$ cat src/rtl/opcode_pkg.sv
// Shared definitions for the opcode selector: legal opcode table and FSM state encoding.
package opcode_pkg;

    localparam int OP_COUNT = 10;
    localparam int IDX_W    = 4;

    typedef logic [IDX_W-1:0] idx_t;

    typedef enum logic {
        SELECT = 1'b0,
        LOCKED = 1'b1
    } state_t;

    // Opcode table: index 0..9 -> 0,1,2,3,4,5,6,7,9,14; unused indices map to 0.
    function automatic logic [31:0] op_lookup(input idx_t idx);
        logic [31:0] op;
        case (idx)
            4'd0:    op = 32'd0;
            4'd1:    op = 32'd1;
            4'd2:    op = 32'd2;
            4'd3:    op = 32'd3;
            4'd4:    op = 32'd4;
            4'd5:    op = 32'd5;
            4'd6:    op = 32'd6;
            4'd7:    op = 32'd7;
            4'd8:    op = 32'd9;
            4'd9:    op = 32'd14;
            default: op = 32'd0;
        endcase
        return op;
    endfunction

endpackage

$ cat src/rtl/button_debouncer.sv
// Raw button -> 2-flop synchronizer -> stability-counter debouncer -> one-cycle press pulse.
module button_debouncer #(
    parameter int DEBOUNCE_CYCLES = 50000
) (
    input  logic clk_i,
    input  logic rst_i,
    input  logic raw_i,
    output logic press_o
);

    localparam int CW = $clog2(DEBOUNCE_CYCLES + 1);

    logic          r_sync1;
    logic          r_sync2;
    logic          r_deb;
    logic          r_deb_d;
    logic          r_press;
    logic [CW-1:0] r_cnt;

    always_ff @(posedge clk_i or posedge rst_i) begin
        if (rst_i) begin
            r_sync1 <= 1'b0;
            r_sync2 <= 1'b0;
            r_deb   <= 1'b0;
            r_deb_d <= 1'b0;
            r_press <= 1'b0;
            r_cnt   <= '0;
        end else begin
            r_sync1 <= raw_i;
            r_sync2 <= r_sync1;
            // Any cycle of agreement restarts the stability count.
            if (r_sync2 == r_deb) begin
                r_cnt <= '0;
            end else if (r_cnt == CW'(DEBOUNCE_CYCLES)) begin
                r_deb <= r_sync2;
                r_cnt <= '0;
            end else begin
                r_cnt <= r_cnt + 1'b1;
            end
            r_deb_d <= r_deb;
            r_press <= r_deb & ~r_deb_d;
        end
    end

    assign press_o = r_press;

endmodule

$ cat src/rtl/opcode_selector.sv
// Button-driven opcode selector: steps through the legal opcode table and locks a selection.
module opcode_selector
    import opcode_pkg::*;
#(
    parameter int DEBOUNCE_CYCLES = 50000
) (
    input  logic        clk_i,
    input  logic        rst_i,
    input  logic        next_i,
    input  logic        prev_i,
    input  logic        confirm_i,
    output logic [31:0] op_o,
    output logic        locked_o,
    output logic        op_strobe_o
);

    logic w_next;
    logic w_prev;
    logic w_confirm;
    idx_t w_idx_nxt;

    state_t      r_state;
    idx_t        r_idx;
    logic [31:0] r_op;
    logic        r_locked;
    logic        r_strobe;

    button_debouncer #(.DEBOUNCE_CYCLES(DEBOUNCE_CYCLES)) u_db_next (
        .clk_i  (clk_i),
        .rst_i  (rst_i),
        .raw_i  (next_i),
        .press_o(w_next)
    );

    button_debouncer #(.DEBOUNCE_CYCLES(DEBOUNCE_CYCLES)) u_db_prev (
        .clk_i  (clk_i),
        .rst_i  (rst_i),
        .raw_i  (prev_i),
        .press_o(w_prev)
    );

    button_debouncer #(.DEBOUNCE_CYCLES(DEBOUNCE_CYCLES)) u_db_confirm (
        .clk_i  (clk_i),
        .rst_i  (rst_i),
        .raw_i  (confirm_i),
        .press_o(w_confirm)
    );

    // Simultaneous next and prev cancel out.
    always_comb begin
        w_idx_nxt = r_idx;
        if (w_next && !w_prev) begin
            w_idx_nxt = (r_idx == idx_t'(OP_COUNT - 1)) ? '0 : r_idx + 1'b1;
        end else if (w_prev && !w_next) begin
            w_idx_nxt = (r_idx == '0) ? idx_t'(OP_COUNT - 1) : r_idx - 1'b1;
        end
    end

    always_ff @(posedge clk_i or posedge rst_i) begin
        if (rst_i) begin
            r_state  <= SELECT;
            r_idx    <= '0;
            r_op     <= '0;
            r_locked <= 1'b0;
            r_strobe <= 1'b0;
        end else begin
            r_strobe <= 1'b0;
            unique case (r_state)
                SELECT: begin
                    if (w_confirm) begin
                        r_state  <= LOCKED;
                        r_locked <= 1'b1;
                        r_strobe <= 1'b1;
                    end else begin
                        r_idx <= w_idx_nxt;
                        r_op  <= op_lookup(w_idx_nxt);
                    end
                end
                LOCKED: begin
                    if (w_confirm) begin
                        r_state  <= SELECT;
                        r_locked <= 1'b0;
                    end
                end
                default: r_state <= SELECT;
            endcase
        end
    end

    assign op_o        = r_op;
    assign locked_o    = r_locked;
    assign op_strobe_o = r_strobe;

endmodule

$ cat config.mk
export PLATFORM = sky130hd
export DESIGN_NAME = opcode_selector
export DESIGN_NICKNAME = d
export VERILOG_FILES = /design/src/rtl/opcode_pkg.sv /design/src/rtl/button_debouncer.sv /design/src/rtl/opcode_selector.sv
export SDC_FILE = /design/constraint.sdc
export NUM_CORES = 1
export LEC_CHECK = 0
export CAP_MARGIN = 20
export CELL_PAD_IN_SITES_DETAIL_PLACEMENT = 1
export CELL_PAD_IN_SITES_GLOBAL_PLACEMENT = 1
export CORE_UTILIZATION = 30
export CTS_BUF_LIST = sky130_fd_sc_hd__clkbuf_4
export DETAILED_ROUTE_END_ITERATION = 8
export PLACE_DENSITY_LB_ADDON = 0.12
export SLEW_MARGIN = 0
export SYNTH_ARGS = -nofsm -noshare
export SYNTH_HDL_FRONTEND = slang
export SYNTH_SLANG_ARGS = --single-unit
$ cat constraint.sdc
create_clock -name clk_i -period 2.6 [get_ports clk_i]
set_input_delay 0.78 -clock clk_i [delete_from_list [all_inputs] [get_ports clk_i]]
set_output_delay 0.78 -clock clk_i [all_outputs]
set_load 0.005 [all_outputs]
Word level (Yosys, flattened, before mapping)
Memories as Yosys holds them, arrays and structs flattened. A register that Yosys moved wholly into a read port is not among the register bits.
Index checks and enable logic that the tools add are counted.
{"block": "op_classes", "n_addsub": 5, "n_reduce_logical": 10, "n_bitwise": 11, "eq_ne": 9, "n_mux": 17}
{"operator": "$mux W16", "n": 6}
{"operator": "$add A16 B1 Y16 const B", "n": 3}
{"operator": "$eq A16 B16 Y1 const B", "n": 3}
{"operator": "$mux W4", "n": 4}
{"operator": "$reduce_and A2 Y1", "n": 5}
{"operator": "$not A1 Y1", "n": 8}
{"operator": "$mux W1", "n": 5}
{"operator": "$add A4 B1 Y4 const B", "n": 1}
{"operator": "$eq A4 B4 Y1 const B", "n": 1}
{"operator": "$logic_not A4 Y1", "n": 1}
{"operator": "$ne A2 B1 Y1 const B", "n": 2}
{"operator": "$pmux W1 S2", "n": 2}
{"operator": "$sub A4 B1 Y4 const B", "n": 1}
{"operator": "$and A1 B1 Y1", "n": 3}
{"operator": "$eq A1 B1 Y1", "n": 3}
{"operator": "$logic_and A1 B1 Y1", "n": 2}
{"operator": "$logic_not A1 Y1", "n": 2}
{"block": "totals", "in_bits": 5, "output_inout_bits": 34, "rom_bits": 64, "n_memories": 1, "register_bits": 102, "word_cells": 76}
{"name": "(no name shown)", "depth": 16, "word_bits": 4, "rd": 1, "rd_clocked_by_memory_dff": 1, "wr": 0, "line_no": "opcode_pkg.sv:17", "rtl": "case (idx)"}

Longest topological paths before layout
Gate-level depths: netlist of run 1.
{"block": "depth", "ltp_word": 4, "mapped_depth": 8}

Hierarchy
Synthesis of run 1 repeated with hierarchy kept, for this count alone.
{"block": "unflattened", "hier_cells": 388, "hier_area_um2": 3943.8}
{"mod": "button_debouncer", "area_per_inst_um2": 994.7, "seq_area_each_um2": 525.5, "cells_per_inst": 91, "instances": 3}
{"mod": "opcode_selector", "area_per_inst_um2": 959.7, "seq_area_each_um2": 275.3, "cells_per_inst": 115, "instances": 1}

Least setup slack after synthesis of run 1
OpenSTA, ideal clock, no wires.
{"block": "synth_path", "kind": "reg-to-reg", "start": "register u_db_next.r_press, in the netlist u_db_next.press_o", "end": "register r_op[2], in the netlist op_o[2]", "setup_time_ns": 0.082, "period_less_slack_ns": 1.989, "arrival_time_ns": 1.907, "setup_slack_ns": 0.611, "stages_incl_launch_ff": 6, "path_buffers": 0, "cell_sequence": "dfrtp_1 -> or4_4 -> mux2i_4 -> o22ai_4 -> or4b_1 -> a31oi_1"}
{"block": "synth_between", "elab_chain_len": 4, "elab_cells_between_ends": 5, "classes_between": "2 x mux; 3 x reduce/logical"}
{"item": "start, declared", "line_no": "button_debouncer.sv:17", "rtl": "logic r_press;"}
{"item": "start signal, assigned", "line_no": "button_debouncer.sv:41", "rtl": "r_press <= r_deb & ~r_deb_d;"}
{"item": "$logic_not A1 Y1", "line_no": "opcode_selector.sv:54", "rtl": "end else if (w_prev && !w_next) begin"}
{"item": "$logic_and A1 B1 Y1", "line_no": "opcode_selector.sv:54"}
{"item": "$mux W4", "line_no": "opcode_selector.sv:54"}
{"item": "$mux W4 (*)", "line_no": "opcode_selector.sv:52", "rtl": "if (w_next && !w_prev) begin"}
{"item": "end, declared", "line_no": "opcode_selector.sv:24", "rtl": "logic [31:0] r_op;"}
Mark *: on every way between the ends. The rest lies on a longest branch, timed or not.
A chain may end at the register's enable or synchronous reset.

Final worst setup path of run 1
{"block": "layout_path", "start": "register r_idx[1]", "end": "register r_op[2], in the netlist op_o[2]"}
{"block": "layout_between", "elab_chain_len": 4, "elab_cells_between_ends": 8, "classes_between": "2 x add/sub; 1 x eq/ne; 4 x mux; 1 x reduce/logical"}
{"item": "start, declared", "line_no": "opcode_selector.sv:23", "rtl": "idx_t r_idx;"}
{"item": "start signal, assigned", "line_no": "opcode_selector.sv:75", "rtl": "r_idx <= w_idx_nxt;"}
{"item": "$sub A4 B1 Y4 / $logic_not A4 Y1 (equally long branches)", "line_no": "opcode_selector.sv:55", "rtl": "w_idx_nxt = (r_idx == '0) ? idx_t'(OP_COUNT - 1) : r_idx - 1'b1;"}
{"item": "$mux W4", "line_no": "opcode_selector.sv:55"}
{"item": "$mux W4", "line_no": "opcode_selector.sv:54"}
{"item": "$mux W4 (*)", "line_no": "opcode_selector.sv:52"}
Marked as above.

==> results of run 1 <==
## flip-flops by register name, indices dropped and copies added (netlist names), 4 cells and up
| signal | count |
|---|---|
| op_o | 4 |
| u_db_next.r_cnt | 16 |
| u_db_prev.r_cnt | 16 |
| r_idx | 4 |
| u_db_confirm.r_cnt | 16 |
## per-stage QoR
stage / worst slack, ns / total power, W / utilization, % / std cells / hold WS [ns]
final: 0.401 / 0.00189 / 33.6 / 556 / 0.360
after global routing: 0.288 / 0.00200 / 33.6 / 556 / 0.381
after CTS: 0.398 / 0.00195 / 33.6 / 556 / 0.364
after detailed placement: 0.413 / 0.00130 / 32.7 / 542 / 0.337
after global placement: 0.454 / 0.00130 / 32.7 / 542 / 0.337
after floorplan: 0.611 / 0.00129 / - / 395 / 0.331
## metal layers
metal  vias to the layer above  wire length [um]
met4                         0               161
li1                       1203                 -
met3                        12               161
met1                      1199              3450
met5                         -                 0
met2                        32              3270
## report_power, final
group	switching, W	internal (W)
sequential	0.0000181	0.00117
clock	0.000391	0.000228
combinational	0.0000630	0.0000285
## critical path: stages, from the launching register on
cell	delay (ns)
dfrtp_1	0.53
or4_4	0.58
mux2i_4	0.17
o22ai_4	0.11
or4b_1	0.56
a31oi_1	0.17
## Yosys cell counts (all sizes together)
cell type,number,area [um2]
nor4,3,18.8
clkbuf,5,18.8
nand3,17,85.1
mux2,4,45.0
or3,1,6.26
nand2b,6,37.5
and4,5,43.8
nor2,57,214
xnor2,13,114
buf,32,230
a221o,1,10.0
o32ai,1,8.76
o21ai,2,10.0
nor3b,3,22.5
a31oi,1,6.26
a21boi,1,7.51
nor4b,3,26.3
nor2b,6,37.5
inv,15,56.3
mux2i,2,32.5
conb,1,3.75
nor3,8,40.0
and2,1,6.26
dfrtp,74,1850
a211oi,2,15.0
nand2,23,86.3
ha,9,113
a22o,1,8.76
a21o,1,7.51
nand4b,1,8.76
nand4,10,62.6
o21bai,1,7.51
or4b,2,20.0
o221ai,1,15.0
o22ai,1,20.0
xor2,34,298
or4,1,11.3
o311a,1,10.0
a21oi,5,25.0
and3,13,81.3
## worst min path at each step
stage	from	to	slack (ns)	cells after the start
floorplan	u_db_confirm.r_sync1$_DFF_PP0_	u_db_confirm.r_sync2$_DFF_PP0_	0.33	0
detailed placement	u_db_confirm.r_sync1$_DFF_PP0_	u_db_confirm.r_sync2$_DFF_PP0_	0.34	0
global route	u_db_prev.r_sync1$_DFF_PP0_	u_db_prev.r_sync2$_DFF_PP0_	0.38	0
CTS	u_db_confirm.r_sync1$_DFF_PP0_	u_db_confirm.r_sync2$_DFF_PP0_	0.36	0
finish	u_db_next.r_sync1$_DFF_PP0_	u_db_next.r_sync2$_DFF_PP0_	0.36	0
global placement	u_db_confirm.r_sync1$_DFF_PP0_	u_db_confirm.r_sync2$_DFF_PP0_	0.34	0
## logic make-up (layout without fill, tap and decap cells)
family                     after synthesis  count (layout)  share of synthesized area, %
buffers and inverters                   52              45                          8.20
and+or+nand+nor                        160             160                          21.7
muxes                                    6               6                          2.08
adders and majority gates                9               9                          3.03
AOI/OAI and AO/OA                       19              19                          4.07
DFF                                     74              74                          49.7
other                                    1              28                         0.101
xor gates and xnor gates                47              47                          11.1
## final cells by class
cell class / instances / area (um2) / share of cell area, %
clock buffers: 13 / 97.6 / 2.41
clock inverters: 1 / 3.75 / 0.0927
inverters: 15 / 60.1 / 1.48
multi-input cells: 269 / 1670 / 41.2
flip-flops and latches: 74 / 1850 / 45.7
well taps: 168 / 210 / 5.19
repair buffers: 16 / 158 / 3.89
==> run_results.csv, run 1 <==
group,metric,value,unit
global_route,antenna_found_initial,0,
global_route,use_met2,18.9,%
clock_tree,insertion_delay,0.43,ns
placement,gp_congestion,0.741,
clock_tree,cts_root_buf,"clkbuf_4",
routing,avgRoutedWirePerCell,12.7,um
synth,synth.cell_area,3720,um2
routing,drcViolationCount,0,
placement,postPlaceCellArea,3950,um2
clock_tree,cts_sinks,74,
job,drv_cap,0,
global_route,grt_usage,12.4,%
global_route,grt_use_met3,2.87,%
final_layout,area_delta_synth_final,8.74,%
setup_path,crit_required,2.95,ns
routing,via_count,2446,
setup_path,critPathLaunch,"r_idx[1]$_DFFE_PP0P_",
floorplan,row_count,40,
final_layout,final_cell_mix,"dfrtp_1, nor2_1, xor2_1",
final_layout,antennaDiodeCount,0,
setup_path,crit_path_end,"op_o[2]$_DFFE_PP0P_",
setup_path,r2r-end,"op_o[2]$_DFFE_PP0P_",
final_layout,fin_area,4050,um2
global_route,grt_overflow,0,
timing,max_clock_freq,0.455,GHz
run_status,status,"finished, final reports clean",
global_route,grt_pass1_wl,12300,um
floorplan,io_pins,39,
timing,setup_viol,0,
setup_path,timing.reg2reg.setup_slack,0.40,ns
timing,period_minus_slack,2.20,ns
pwr,ir_worst_vdd,0.202,mV
setup_path,start_kind,"register",
final_layout,mostFrequentLayoutCell,"dfrtp_1",
setup_path,worstReg2RegStart,"r_idx[1]$_DFFE_PP0P_",
final_layout,fin_nets,399,
timing,grt_setup_unrepaired,"no",
floorplan,start_util,30.9,%
routing,ant_nets,0,
routing,drt_iter0_drc,86,
floorplan,die_width,113,um
setup_path,path_max_fanout,12,
timing,maxSlewViolCount,0,
clock_tree,cts_max_path_buffers,2,
setup_path,ff2ff_path_depth,5,
clock_tree,cts_resized,0,
setup_path,cp.arrival,2.55,ns
timing,fin_skew,0.0115,ns
timing,tightest_slew,0.628,ns
setup_path,crit_type,"reg2reg",
synth,synth-seq-cells,74,
routing,wl,7040,um
synth,synthDistinctLibCells,44,
floorplan,die-height,113,um
pwr,power.density,468,nW/um2
timing,worst_slew_margin_rel,57.7,%
setup_path,endpoint_kind,"register",
floorplan,fp.dieArea,12900,um2
routing,firstDrtPassIters,6,
timing,hold_viol,0,
pwr,leakage,1.88,nW
synth,yosysSeqAreaShare,49.7,%
global_route,first_global_vias,2509,
synth,ys.warnings.count,0,
clock_tree,numCtsBuffers,9,
synth,syn_area_per_cell,10.1,um2
final_layout,num-fill-cells,1380,
timing,finalSetupTns,0,ns
placement,dp.final_hpwl,4990,um
clock_tree,cts_setup_buffers,0,
floorplan,coreArea,12100,um2
worst_hold_path,hold_class,"reg2reg",
timing,period_share,84.6,%
clock_tree,cts_max_level,3,
routing,via_per_inst,4.40,
global_route,top_usage_layer,"met2",
final_layout,drive_above_1_share,6.44,%
synth,netlist_instances,368,
clock_tree,clk_pin_slew,0.11,ns
placement,port_buffers,10,
global_route,grt_use_met1,16.3,%
clock_tree,cts_hold_buf,0,
global_route,grt_max_degree,28,
clock_tree,cts_tree,"built",
No activity file was read; power rests on OpenSTA's default activity.
==> run 2, diff against run 1 <==
clock period = 2.2 ns   (was 2.6 ns; I/O delays follow)
==> run 2 against run 1 <==
  * Non-clock buffer count is 2 higher
  * Clock power is 51% higher
  * Utilization is 0.64 points higher
  * Via count is 0.82% higher
  * Combinational power is 20% higher
  * Hold slack worse by 0.0024 ns
  * Highest routed layer unchanged
  * Global-route usage is 0.20 points higher
  * Setup slack worse by 0.23 ns
  * First-iteration DRC count is 38% lower
  * Final cell count is 0.72% higher
==> run_results.csv, run 2 (synthesized netlist as in run 1, its figures left out) <==
group,metric,value,unit
routing,ant_nets,0,
floorplan,die-height,113,um
setup_path,worstReg2RegStart,"u_db_next.press_o$_DFF_PP0_",
final_layout,drive_above_1_share,6.89,%
clock_tree,cts_max_level,3,
floorplan,row_count,40,
timing,period_minus_slack,2.03,ns
global_route,grt_max_degree,36,
clock_tree,cts_root_buf,"clkbuf_4",
clock_tree,numCtsBuffers,9,
final_layout,final_cell_mix,"dfrtp_1, nor2_1, xor2_1",
pwr,leakage,1.92,nW
placement,gp_congestion,0.722,
worst_hold_path,hold_class,"reg2reg",
clock_tree,cts_hold_buf,0,
clock_tree,clk_pin_slew,0.12,ns
job,drv_cap,0,
setup_path,endpoint_kind,"register",
clock_tree,cts_tree,"built",
final_layout,reg.largest.list,"u_db_confirm.r_cnt (16), u_db_next.r_cnt (16), u_db_prev.r_cnt (16)",
global_route,first_global_vias,2559,
timing,maxSlewViolCount,0,
setup_path,cp.arrival,2.40,ns
floorplan,fp.dieArea,12900,um2
clock_tree,cts_max_path_buffers,2,
final_layout,mostFrequentLayoutCell,"dfrtp_1",
setup_path,start_kind,"register",
pwr,ir_worst_vdd,0.269,mV
worst_hold_path,min_from,"u_db_next.r_sync1$_DFF_PP0_",
placement,dp.final_hpwl,4800,um
timing,max_clock_freq,0.492,GHz
placement,port_buffers,10,
timing,period_share,92.3,%
floorplan,die_width,113,um
global_route,antenna_found_initial,0,
clock_tree,cts_setup_buffers,0,
routing,via_per_inst,4.40,
routing,drcViolationCount,0,
floorplan,start_util,30.9,%
placement,postPlaceCellArea,3970,um2
timing,setup_viol,0,
setup_path,ff2ff_path_depth,5,
setup_path,critPathLaunch,"u_db_next.press_o$_DFF_PP0_",
pwr,power.density,593,nW/um2
timing,hold_viol,0,
setup_path,timing.reg2reg.setup_slack,0.17,ns
floorplan,coreArea,12100,um2
timing,fin_skew,0.0138,ns
clock_tree,cts_sinks,74,
floorplan,io_pins,39,
final_layout,area_delta_synth_final,10.8,%
global_route,grt_overflow,0,
routing,drt_iter0_drc,53,
routing,avgRoutedWirePerCell,12.5,um
setup_path,path_max_fanout,7,
final_layout,antennaDiodeCount,0,
routing,wl,7010,um
timing,grt_setup_unrepaired,"no",
worst_hold_path,whs_endpoint,"u_db_next.r_sync2$_DFF_PP0_",
timing,worst_slew_margin_rel,56.2,%
run_status,status,"finished, final reports clean",
setup_path,r2r-end,"op_o[2]$_DFFE_PP0P_",
setup_path,crit_required,2.56,ns
global_route,grt_usage,12.6,%
global_route,grt_pass1_wl,12600,um
routing,firstDrtPassIters,4,
final_layout,fin_nets,401,
clock_tree,cts_resized,0,
clock_tree,insertion_delay,0.44,ns
timing,tightest_slew,0.652,ns
timing,finalSetupTns,0,ns
final_layout,fin_area,4130,um2
worst_hold_path,min_path_cells,0,
setup_path,crit_type,"reg2reg",
routing,via_count,2466,
-- run 2: cell types whose count changed in the layout (fill, tap and decap cells not counted), sizes merged --
cell,delta
buf,+2
bufinv,+2
clkbuf,-4
clkinv,+3
clkinvlp,+1
-- run 2: worst max path at each step --
stage / endpoint / cells after the start
floorplan: op_o[2]$_DFFE_PP0P_ / 5
global placement: op_o[2]$_DFFE_PP0P_ / 5
detailed placement: op_o[2]$_DFFE_PP0P_ / 5
CTS: op_o[2]$_DFFE_PP0P_ / 5
global route: op_o[2]$_DFFE_PP0P_ / 5
finish: op_o[2]$_DFFE_PP0P_ / 5
-- run 2: metrics by stage --
stage / setup slack, ns / std cells / hold WS (ns) / power (W) / util, %
detailed placement: 0.151 / 544 / 0.336 / 0.00154 / 32.9
finish: 0.169 / 560 / 0.358 / 0.00244 / 34.2
floorplan: 0.211 / 395 / 0.331 / 0.00153 / -
global placement: 0.189 / 544 / 0.339 / 0.00154 / 32.9
CTS: 0.148 / 560 / 0.364 / 0.00251 / 34.2
global route: 0.0574 / 560 / 0.371 / 0.00258 / 34.2
-- run 2: final cells by class --
cell class                 instances  area (um2)
timing repair buffer              18         185
multi-input combinational        269        1670
clock inverter                     7        83.8
fill                            1396        7940
tap                              168         210
sequential                        74        1850
inverter                          15        60.1
clock buffer                       9        67.6
-- run 2: power by group --
group / switching, W / leakage (nW) / total (W) / internal, W
clock: 0.000487 / 0.0784 / 0.000935 / 0.000448
combinational: 0.0000744 / 0.825 / 0.000110 / 0.0000360
sequential: 0.0000211 / 1.01 / 0.00140 / 0.00138
total: 0.000583 / 1.92 / 0.00244 / 0.00186
-- run 2: worst max-delay path: stages (launching register included) --
cell	delay, ns
dfrtp_1	0.39
or4_4	0.56
mux2i_4	0.18
o22ai_4	0.11
or4b_1	0.56
a31oi_1	0.17
-- run 2: per-layer routing --
metal	track usage [%]	share of wire [%]	wire length, um	vias to the layer above
met5	0	0	0	-
li1	-	-	-	1207
met1	16.7	49	3460	1214
met2	19.1	46	3200	30
met4	6.05	2.0	138	0
met3	3.40	3.1	214	15
==> run 3, diff against run 2 <==
CORE_ASPECT_RATIO = 0.5   (was not set)
==> run 3 against run 2 <==
  * Clock skew up 0.0061 ns
  * Sequential power about the same
  * Global-route usage about the same
  * Critical path depth unchanged
  * Non-clock buffer count down 2
  * Total power down 0.26%
  * Cell area about the same
  * Clock-buffer cell count unchanged
  * Largest power group unchanged
==> run_results.csv, run 3 (synthesized netlist as in run 1, its figures left out) <==
group,metric,value,unit
routing,via_count,2506,
timing,finalSetupTns,0,ns
placement,gp_congestion,0.772,
setup_path,crit_required,2.54,ns
pwr,leakage,1.91,nW
routing,drcViolationCount,0,
timing,fin_skew,0.0199,ns
timing,hold_viol,0,
final_layout,fin_area,4120,um2
global_route,grt_usage,12.6,%
final_layout,antennaDiodeCount,0,
clock_tree,cts_max_level,3,
global_route,grt_overflow,0,
final_layout,fin_nets,399,
setup_path,cp_top_family,"simple AND/OR/NAND/NOR gates",
floorplan,coreArea,11900,um2
final_layout,mostFrequentLayoutCell,"dfrtp_1",
clock_tree,numCtsBuffers,9,
floorplan,die_width,160,um
routing,firstDrtPassIters,4,
global_route,first_global_vias,2603,
pwr,ir_worst_vdd,0.204,mV
final_layout,final_cell_mix,"dfrtp_1, nor2_1, xor2_1",
setup_path,cp.arrival,2.43,ns
timing,maxSlewViolCount,0,
timing,period_minus_slack,2.09,ns
timing,fin_hold_ws,0.357,ns
final_layout,reg.largest.list,"u_db_confirm.r_cnt (16), u_db_next.r_cnt (16), u_db_prev.r_cnt (16)",
timing,timing.final.ws_setup,0.109,ns
timing,worst_slew_margin_rel,53.7,%
clock_tree,clk_pin_slew,0.11,ns
final_layout,drive_above_1_share,6.67,%
routing,ant_nets,0,
clock_tree,cts_sinks,74,
global_route,grt_max_degree,35,
clock_tree,cts_setup_buffers,0,
routing,avgRoutedWirePerCell,13.3,um
placement,dp.final_hpwl,5260,um
placement,port_buffers,10,
floorplan,io_pins,39,
floorplan,fp.dieArea,12900,um2
clock_tree,cts_root_buf,"clkbuf_4",
timing,grt_setup_unrepaired,"no",
setup_path,critical_path_buf_inv_count,0,
floorplan,start_util,31.2,%
setup_path,cp_cell_sequence,"or4_4, mux2i_4, o22ai_4, or4b_1, a31oi_1",
floorplan,die-height,80.8,um
setup_path,critPathMaxStageDelay,0.58,ns
timing,tightest_slew,0.688,ns
setup_path,endpoint_kind,"register",
setup_path,path_max_fanout,7,
placement,post-place-ws,0.156,ns
clock_tree,cts_max_path_buffers,2,
timing,max_clock_freq,0.478,GHz
timing,period_share,95.0,%
clock_tree,cts_tree,"built",
routing,drt_iter0_drc,113,
setup_path,start_kind,"register",
worst_hold_path,hold_class,"reg2reg",
placement,postPlaceCellArea,3970,um2
floorplan,row_count,28,
job,drv_cap,0,
final_layout,area_delta_synth_final,10.8,%
setup_path,crit_type,"reg2reg",
timing,setup_viol,0,
clock_tree,insertion_delay,0.43,ns
pwr,power.density,591,nW/um2
global_route,antenna_found_initial,0,
routing,wl,7360,um
run_status,status,"finished, final reports clean",
global_route,grt_pass1_wl,12800,um
setup_path,critPathSlowestCell,"or4b_1",
setup_path,timing.reg2reg.setup_slack,0.11,ns
pwr,power,0.00244,W
routing,via_per_inst,4.52,
[run 3: changes by cell type in the layout (fill, tap and decap cells not counted)]
| cell | delta |
|---|---|
| buf_4 | -3 |
| a211oi_1 | -1 |
| a211oi_2 | +1 |
| buf_12 | +1 |
[run 3: path summary, 6_finish.rpt]
| path | start | to | cells after the start |
|---|---|---|---|
| max | u_db_next.press_o$_DFF_PP0_ | op_o[2]$_DFFE_PP0P_ | 5 |
| min | u_db_next.r_sync1$_DFF_PP0_ | u_db_next.r_sync2$_DFF_PP0_ | 0 |
| max reg2reg | u_db_next.press_o$_DFF_PP0_ | op_o[2]$_DFFE_PP0P_ | 5 |
| min reg2reg | u_db_next.r_sync1$_DFF_PP0_ | u_db_next.r_sync2$_DFF_PP0_ | 0 |
| max in group asynchronous | rst_i | u_db_prev.press_o$_DFF_PP0_ | 3 |
| min in group asynchronous | rst_i | u_db_confirm.r_cnt[10]$_DFF_PP0_ | 2 |
[run 3: area by class of cell]
| type | count | area [um2] |
|---|---|---|
| clock buffers | 9 | 67.6 |
| clock inverters | 7 | 83.8 |
| fillers | 1359 | 7820 |
| inverters | 15 | 60.1 |
| multi-input cells | 269 | 1670 |
| flip-flops and latches | 74 | 1850 |
| well taps | 165 | 206 |
| repair buffers | 16 | 183 |
[run 3: repair_timing]
item | CTS | global route
hold buffers | 0 | 0
endpoints found under the setup margin | 0 | 2
resized for setup | 0 | 1
[run 3: report_power, final]
part	leakage (nW)	internal [W]	switching (W)
registers	1.01	0.00138	0.0000211
clock network	0.0784	0.000448	0.000478
logic	0.821	0.0000365	0.0000768
total	1.91	0.00186	0.000576
[run 3: per-stage QoR]
step | std cells | util [%]
finish | 555 | 34.5
global route | 555 | 34.5
CTS | 555 | 34.5
detailed placement | 539 | 33.2
global placement | 539 | 33.2
floorplan | 395 | -
[run 3: routing by layer]
layer / global-route usage (%) / vias up / wire length [um]
li1: - / 1205 / -
met1: 15.6 / 1247 / 3590
met2: 21.6 / 44 / 3460
met3: 3.47 / 10 / 216
met4: 3.94 / 0 / 94
met5: 0 / - / 0
